===== src/rtl/zhegalkin_pkg.sv =====
// Shared definitions for the Zhegalkin (ANF) coefficient block and the
// downstream polynomial evaluator.
//   N_DEFAULT : default number of Boolean function inputs
//   state_e   : sequencer states of the coefficient block
//   popcount  : number of set bits in a 32-bit word (used for degree/nterms)
package zhegalkin_pkg;

  localparam int unsigned N_DEFAULT = 4;

  typedef enum logic [1:0] {
    IDLE  = 2'd0,
    XFORM = 2'd1,
    DONE  = 2'd2
  } state_e;

  function automatic logic [5:0] popcount(input logic [31:0] v);
    logic [5:0] c;
    c = '0;
    for (int unsigned i = 0; i < 32; i++) begin
      c = c + 6'((v >> i) & 32'd1);
    end
    return c;
  endfunction

endpackage


===== src/rtl/mobius_pass.sv =====
// Single butterfly pass of the binary Moebius transform (purely combinational).
//   a_i     : W-bit input vector
//   stage_i : pass index k (0 .. N-1)
//   a_o     : a_o[i] = a_i[i] ^ a_i[i ^ (1<<k)] where bit k of i is set,
//             otherwise a_o[i] = a_i[i]
module mobius_pass #(
  parameter int unsigned N  = 4,
  parameter int unsigned SW = 2
) (
  input  logic [(1 << N)-1:0] a_i,
  input  logic [SW-1:0]       stage_i,
  output logic [(1 << N)-1:0] a_o
);

  localparam int unsigned W = 1 << N;

  // Positions whose index has bit k set: the ones that absorb a partner.
  function automatic logic [W-1:0] hi_mask(input int unsigned k);
    logic [W-1:0] m;
    m = '0;
    for (int unsigned i = 0; i < W; i++) begin
      if (((i >> k) & 32'd1) != 32'd0) m = m | (W'(1) << i);
    end
    return m;
  endfunction

  // Shifting left by 2^k lines up a[i - 2^k] (= a[i ^ 2^k] for those i)
  // with position i, so one masked XOR performs the whole pass.
  always_comb begin
    a_o = a_i;
    for (int unsigned k = 0; k < N; k++) begin
      if (32'(stage_i) == k) a_o = a_i ^ ((a_i << (32'd1 << k)) & hi_mask(k));
    end
  end

endmodule


===== src/rtl/zhegalkin_coef.sv =====
// Computes the Zhegalkin (ANF) coefficient vector of an N-input Boolean
// function from its truth table, one Moebius butterfly pass per clock.
//   clk, rst   : clock, synchronous active-high reset
//   in_valid   : truth table present on tt
//   in_ready   : block accepts a table (IDLE only)
//   tt         : truth table, bit i = f(x) with x = i
//   out_valid  : coef/degree/nterms valid (DONE only)
//   out_ready  : consumer accepts result
//   coef       : ANF coefficients, bit m = monomial AND of x[k] for set bits of m
//   degree     : highest monomial degree present, 0 when coef == 0
//   nterms     : number of monomials present
module zhegalkin_coef
  import zhegalkin_pkg::*;
#(
  parameter int unsigned N = N_DEFAULT
) (
  input  logic                     clk,
  input  logic                     rst,
  input  logic                     in_valid,
  output logic                     in_ready,
  input  logic [(1 << N)-1:0]      tt,
  output logic                     out_valid,
  input  logic                     out_ready,
  output logic [(1 << N)-1:0]      coef,
  output logic [$clog2(N+1)-1:0]   degree,
  output logic [N:0]               nterms
);

  localparam int unsigned W   = 1 << N;
  localparam int unsigned SW  = (N > 1) ? $clog2(N) : 1;
  localparam int unsigned DW  = $clog2(N + 1);
  localparam int unsigned NTW = N + 1;

  state_e          state_q, state_d;
  logic [W-1:0]    work_q, work_d;
  logic [SW-1:0]   stage_q, stage_d;
  logic [W-1:0]    pass_out;

  mobius_pass #(.N(N), .SW(SW)) u_pass (
    .a_i     (work_q),
    .stage_i (stage_q),
    .a_o     (pass_out)
  );

  always_comb begin
    state_d = state_q;
    work_d  = work_q;
    stage_d = stage_q;
    unique case (state_q)
      IDLE: begin
        if (in_valid) begin
          work_d  = tt;
          stage_d = '0;
          state_d = XFORM;
        end
      end
      XFORM: begin
        work_d  = pass_out;
        stage_d = stage_q + 1'b1;
        if (stage_q == SW'(N - 1)) state_d = DONE;
      end
      DONE: begin
        if (out_ready) state_d = IDLE;
      end
      default: state_d = IDLE;
    endcase
  end

  always_ff @(posedge clk) begin
    if (rst) begin
      state_q <= IDLE;
      work_q  <= '0;
      stage_q <= '0;
    end else begin
      state_q <= state_d;
      work_q  <= work_d;
      stage_q <= stage_d;
    end
  end

  assign in_ready  = (state_q == IDLE);
  assign out_valid = (state_q == DONE);
  assign coef      = work_q;

  // Degree = largest index popcount among the present monomials.
  logic [5:0] deg_max;
  logic [5:0] pc;
  always_comb begin
    deg_max = '0;
    pc      = '0;
    for (int unsigned m = 0; m < W; m++) begin
      if (((work_q >> m) & W'(1)) != '0) begin
        pc = popcount(m);
        if (pc > deg_max) deg_max = pc;
      end
    end
  end

  assign degree = DW'(deg_max);
  assign nterms = NTW'(popcount(32'(work_q)));

endmodule


===== config.mk =====
export PLATFORM = sky130hd
export DESIGN_NAME = zhegalkin_coef
export DESIGN_NICKNAME = d
export VERILOG_FILES = /design/src/rtl/zhegalkin_pkg.sv /design/src/rtl/mobius_pass.sv /design/src/rtl/zhegalkin_coef.sv
export SDC_FILE = /design/constraint.sdc
export NUM_CORES = 1
export LEC_CHECK = 0
export ABC_AREA = 1
export CORE_AREA = 2 2 57 59
export CTS_CLUSTER_SIZE = 16
export DETAILED_ROUTE_END_ITERATION = 10
export DIE_AREA = 0 0 59 61
export DONT_BUFFER_PORTS = 1
export MAX_ROUTING_LAYER = met4
export PLACE_DENSITY_LB_ADDON = 0.08
export SLEW_MARGIN = 40
export SYNTH_ARGS = -nofsm -noshare
export SYNTH_HDL_FRONTEND = slang
export SYNTH_HIERARCHICAL = 1
export SYNTH_SLANG_ARGS = --single-unit

===== constraint.sdc =====
create_clock -name clk -period 6.3 [get_ports clk]
set_input_delay 1.89 -clock clk [delete_from_list [all_inputs] [get_ports clk]]
set_output_delay 1.89 -clock clk [all_outputs]
set_load 0.05 [all_outputs]

==> results of run 1 <==
[where the power goes]
group / internal (mW) / switching, mW
logic: 0.141 / 0.357
registers: 0.138 / 0.0281
clock network: 0.0223 / 0.0396
total: 0.301 / 0.425
[critical path, stage by stage, from the launching register on]
cell and delay, ns:
dfxtp_1 0.55, fa_1 0.62, inv_1 0.05, fa_1 0.47, inv_1 0.05, fa_1 0.48
inv_1 0.05, fa_1 0.48, inv_1 0.04, ha_1 0.19, inv_1 0.07, fa_1 0.40
inv_1 0.33
[state kept, by name (all words and copies together), names as in the netlist]
| signal | count |
|---|---|
| state_q | 2 |
| coef | 16 |
| stage_q | 2 |
[logic make-up (layout without fill, tap and decap cells)]
family	count (synthesis)	count (layout)	synth area share, %
and+or+nand+nor	69	69	18.5
buffers and inverters	51	59	13.1
DFF	20	20	23.0
adders and majority gates	16	16	15.8
AOI/OAI and AO/OA	74	74	24.0
xor gates and xnor gates	11	11	5.54
[per-stage QoR]
step                      util, %  worst slack (ns)  instance area (sq um)  std cells  hold slack, ns
after CTS                    62.3             0.285                   1840        282           0.565
after detailed placement     61.6             0.640                   1820        279           0.546
final                        62.5             0.324                   1850        282           0.564
after global routing         62.5             0.208                   1850        282           0.610
after floorplan                 -             0.220                   1740        241           0.491
after global placement       61.5             0.690                   1820        279           0.521
[per-layer routing]
| metal | up-vias | share of wire [%] |
|---|---|---|
| li1 | 819 | - |
| met1 | 803 | 42 |
| met2 | 65 | 50 |
| met3 | 4 | 7.2 |
| met4 | 0 | 0.83 |
| met5 | - | 0 |
[area by class of cell]
type / count / area, sq um / share of cell area, %
inverters: 42 / 158 / 8.54
flip-flops and latches: 20 / 400 / 21.7
multi-input cells: 170 / 1120 / 60.6
repair buffers: 14 / 105 / 5.69
clock buffers: 3 / 22.5 / 1.22
well taps: 33 / 41.3 / 2.24
[path summary, 6_finish.rpt]
| path | end | slack, ns | startpoint | cells after the start |
|---|---|---|---|---|
| max | nterms[1] | 0.32 | coef[11]$_SDFFE_PP0P_ | 12 |
| min | state_q[0]$_SDFFE_PP0P_ | 0.56 | state_q[0]$_SDFFE_PP0P_ | 1 |
| max reg2reg | coef[9]$_SDFFE_PP0P_ | 4.48 | coef[8]$_SDFFE_PP0P_ | 7 |
| min reg2reg | state_q[0]$_SDFFE_PP0P_ | 0.56 | state_q[0]$_SDFFE_PP0P_ | 1 |
[cell usage after synthesis]
library cell   n
o21ai_1        5
nand2_2        2
nor2_8         1
nor2_1        15
xor2_1        10
clkbuf_1       1
o21ai_2        1
inv_1         38
o21ai_0       23
nand3_1       10
inv_2          4
dfxtp_1       20
o22ai_1       19
buf_2          2
a21oi_1       21
nor2_2         1
o22ai_2        1
ha_1           6
or2_1          1
fa_1          10
nand2_1       35
a21oi_2        2
nor2_4         2
nand4_1        1
xnor2_1        1
nand3_2        1
buf_6          3
a211oi_1       1
o211ai_1       1
buf_4          3
==> impl_metrics.json, run 1 <==
{
  "slew_headroom_pct": 41.2,
  "rsz0062_at_grt": "no",
  "postSynthAreaPerCell_sq_um": 7.22,
  "io_buffers": 0,
  "power.static_leakage_nw": 0.862,
  "synth_top_area_share_pct": 23.0,
  "max_freq_mhz": 167,
  "synth_warnings": 6,
  "drive_gt1_share_pct": 14.1,
  "drc": 0,
  "clockRootBuffer": "clkbuf_4",
  "start_kind": "register",
  "cts_resized": 0,
  "routed_via_density": 6.00,
  "grtUsageMet1_pct": 33.8,
  "drt_wl_total_um": 4440,
  "syn-instance-count": 241,
  "setup_viol": 0,
  "start_util_pct": 58.9,
  "skew_ns": 0.00623,
  "overflow": 0,
  "finalHoldViolations": 0,
  "grt_max_degree": 35,
  "clk_latency_ns": 0.30,
  "grt_use_met3_pct": 2.99,
  "syn_nets": 277,
  "n_antenna_cell": 0,
  "grt.busiest_layer": "met2",
  "ir_drop_v": 0.000185,
  "die_area_sq_um": 3600,
  "final_common_cell": "inv_1",
  "outcome": "finished, final reports clean",
  "numCtsBuffers": 3,
  "ant_nets": 0,
  "vias": 1691,
  "end_kind": "output pin",
  "ys_ff_latch": 20,
  "dp.final_hpwl_um": 3340,
  "clockBufferDepth": 2,
  "worst_hold_path_type": "reg2reg",
  "slew_violations": 0,
  "path_class": "reg2out",
  "min_period_over_period_pct": 94.9,
  "cp.required_ns": 4.41,
  "use_met2_pct": 43.5,
  "gp_congestion": 0.903,
  "pwr_density_cell_nw_per_um2": 393,
  "cp_max_fo": 6,
  "cts_sinks": 20,
  "fp.dieH_um": 61,
  "synth_area_leaders": "dfxtp_1, fa_1, inv_1",
  "ys_seq_area_share_pct": 23.0,
  "avgRoutedWirePerCell_um": 15.7,
  "nets": 287,
  "ys_types": 30,
  "setup_tns_ns": 0,
  "dr.pass1.iters": 4,
  "rows": 20,
  "final_cell_mix": "inv_1, nand2_1, o21ai_0",
  "core_area_sq_um": 2950,
  "cts-htree-levels": 1,
  "ios": 46,
  "cp.arrival_ns": 4.09,
  "tightest_slew_ns": 0.878,
  "drt_iter0_markers": 81,
  "final.min_clock_period_ns": 5.98,
  "clk_pin_slew_ns": 0.12,
  "cap_violations": 0,
  "syn_area_sq_um": 1740,
  "grt_pass1_vias": 1514,
  "total_power_uw": 726,
  "antenna_found_initial": 0,
  "syn_to_final_growth_pct": 6.12,
  "yosysTopAreaCell": "dfxtp_1",
  "globalRouteTotalUtil_pct": 26.4,
  "cts_tree": "yes",
  "hold_buffers": 0,
  "num-fill-cells": 268,
  "die_w_um": 59,
  "cts_setup_buffers": 0,
  "grt_first_pass_wirelength_um": 6910
}
No activity file was read; power rests on OpenSTA's default activity.
==> inputs of run 2 (changes only) <==
GPL_TIMING_DRIVEN = 0   (was unset)
SKIP_CTS_REPAIR_TIMING = 1   (was unset)
clock period = 6.9 ns   (was 6.3 ns; I/O delays follow)
==> run 2 against run 1 <==
  * Non-clock buffer count decreased by 5
  * Largest cell class unchanged
  * Combinational power fell by 18%
  * Design area increased by 0.75%
  * Setup slack better by 0.036 ns
  * Register-to-register slack better by 0.59 ns
  * Global-route usage is 1.1 points higher
  * Sequential share of layout area decreased by 0.16 points
  * Clock skew increased by 0.0063 ns
==> impl_metrics.json, run 2 (synthesized netlist as in run 1, its figures left out) <==
{
  "start_kind": "register",
  "worst_hold_path_type": "reg2reg",
  "nets": 282,
  "wl_met3_um": 264,
  "routed_via_density": 5.72,
  "largest_register_ffs": 16,
  "n_antenna_cell": 0,
  "ir_drop_v": 0.000192,
  "final.min_clock_period_ns": 6.54,
  "path_cells": "fa_1 > fa_1 > fa_1 > inv_1 > fa_1 > inv_1 > ha_1 > inv_1 > fa_1 > xnor2_2",
  "wl_met1_um": 2010,
  "cp.required_ns": 4.83,
  "skew_ns": 0.0125,
  "tightest_slew_ns": 0.872,
  "multi_input_area_sq_um": 1140,
  "clk_pin_slew_ns": 0.13,
  "die_w_um": 59,
  "final_common_cell": "inv_1",
  "cts_sinks": 20,
  "numCtsBuffers": 3,
  "cts-htree-levels": 1,
  "grt_pass1_vias": 1537,
  "clockRootBuffer": "clkbuf_4",
  "antenna_found_initial": 0,
  "crit_path_frequent_cell": "fa_1",
  "drt_iter0_markers": 79,
  "max_stage_delay_ns": 0.84,
  "gp_congestion": 0.910,
  "outcome": "finished, final reports clean",
  "cp-startpoint": "coef[3]$_SDFFE_PP0P_",
  "cts_tree": "yes",
  "globalRouteTotalUtil_pct": 27.5,
  "final-seq-area_sq_um": 400,
  "drc": 0,
  "clockBufferDepth": 2,
  "wl_met2_um": 2160,
  "slew_headroom_pct": 41.7,
  "grt_first_pass_wirelength_um": 7090,
  "cap_violations": 0,
  "min_period_over_period_pct": 94.8,
  "die_area_sq_um": 3600,
  "drt_wl_total_um": 4490,
  "core_area_sq_um": 2950,
  "io_buffers": 0,
  "ios": 46,
  "drive_gt1_share_pct": 13.5,
  "power.static_leakage_nw": 0.854,
  "end_kind": "output pin",
  "highest_layer": "met4",
  "avgRoutedWirePerCell_um": 16.1,
  "place_inst": 274,
  "cp_max_fo": 7,
  "cp.arrival_ns": 4.47,
  "stdcell_area_sq_um": 1860,
  "rsz0062_at_grt": "no",
  "setup_tns_ns": 0,
  "pwr_density_cell_nw_per_um2": 372,
  "finalHoldViolations": 0,
  "grt_max_degree": 13,
  "worstHoldStart": "stage_q[0]$_SDFFE_PP0P_",
  "dp.final_hpwl_um": 3270,
  "rr_startpoint": "coef[1]$_SDFFE_PP0P_",
  "fp.dieH_um": 61,
  "setup_viol": 0,
  "overflow": 0,
  "vias": 1590,
  "dr.pass1.iters": 4,
  "rows": 20,
  "max_freq_mhz": 153,
  "start_util_pct": 58.9,
  "clk_latency_ns": 0.32,
  "syn_to_final_growth_pct": 6.91,
  "slew_violations": 0,
  "path_class": "reg2out",
  "num-fill-cells": 275,
  "slowest_stage": "dfxtp_1",
  "place_area_sq_um": 1800,
  "ant_nets": 0,
  "final_cell_mix": "inv_1, nand2_1, o21ai_0",
  "instances_no_fill": 278
}
## run 2: metal layers
metal | vias up | GRT usage, %
met2 | 54 | 46.7
met3 | 5 | 3.62
met5 | - | -
li1 | 805 | -
met1 | 726 | 33.8
met4 | 0 | 9.09
## run 2: where the power goes
part / leakage, nW / internal [mW] / switching (mW)
clock: 0.0279 / 0.0588 / 0.0401
sequential: 0.166 / 0.126 / 0.0588
combinational: 0.660 / 0.114 / 0.293
## run 2: layout make-up
type                       count  area share [%]
clock buffer                   3            1.21
buffer                         9            3.77
clock inverter                 1            1.62
sequential                    20            21.5
inverter                      42            8.48
multi-input combinational    170            61.2
tap                           33            2.22
## run 2: worst paths after layout
| check | to | slack (ns) | depth (start not counted) |
|---|---|---|---|
| min reg2reg | stage_q[0]$_SDFFE_PP0P_ | 0.56 | 1 |
| min | stage_q[0]$_SDFFE_PP0P_ | 0.56 | 1 |
| max reg2reg | coef[9]$_SDFFE_PP0P_ | 5.07 | 7 |
| max | nterms[2] | 0.36 | 10 |
## run 2: stage by stage
| step | hold slack [ns] | setup slack (ns) | total power, mW | utilization, % |
|---|---|---|---|---|
| after floorplan | 0.491 | 0.360 | 0.529 | - |
| after global placement | 0.525 | 0.166 | 0.573 | 60.3 |
| after detailed placement | 0.531 | 0.718 | 0.596 | 61.0 |
| after CTS | 0.561 | 0.333 | 0.694 | 62.8 |
| after global routing | 0.589 | 0.211 | 0.736 | 63.0 |
| final | 0.559 | 0.360 | 0.691 | 63.0 |
## run 2: critical path: cells and delay by family (launching register included)
kind,cells,cell delay [ns]
XOR/XNOR,1,0.54
adder cells (fa/ha/maj),6,2.59
buffers and inverters,3,0.18
flip-flops,1,0.84
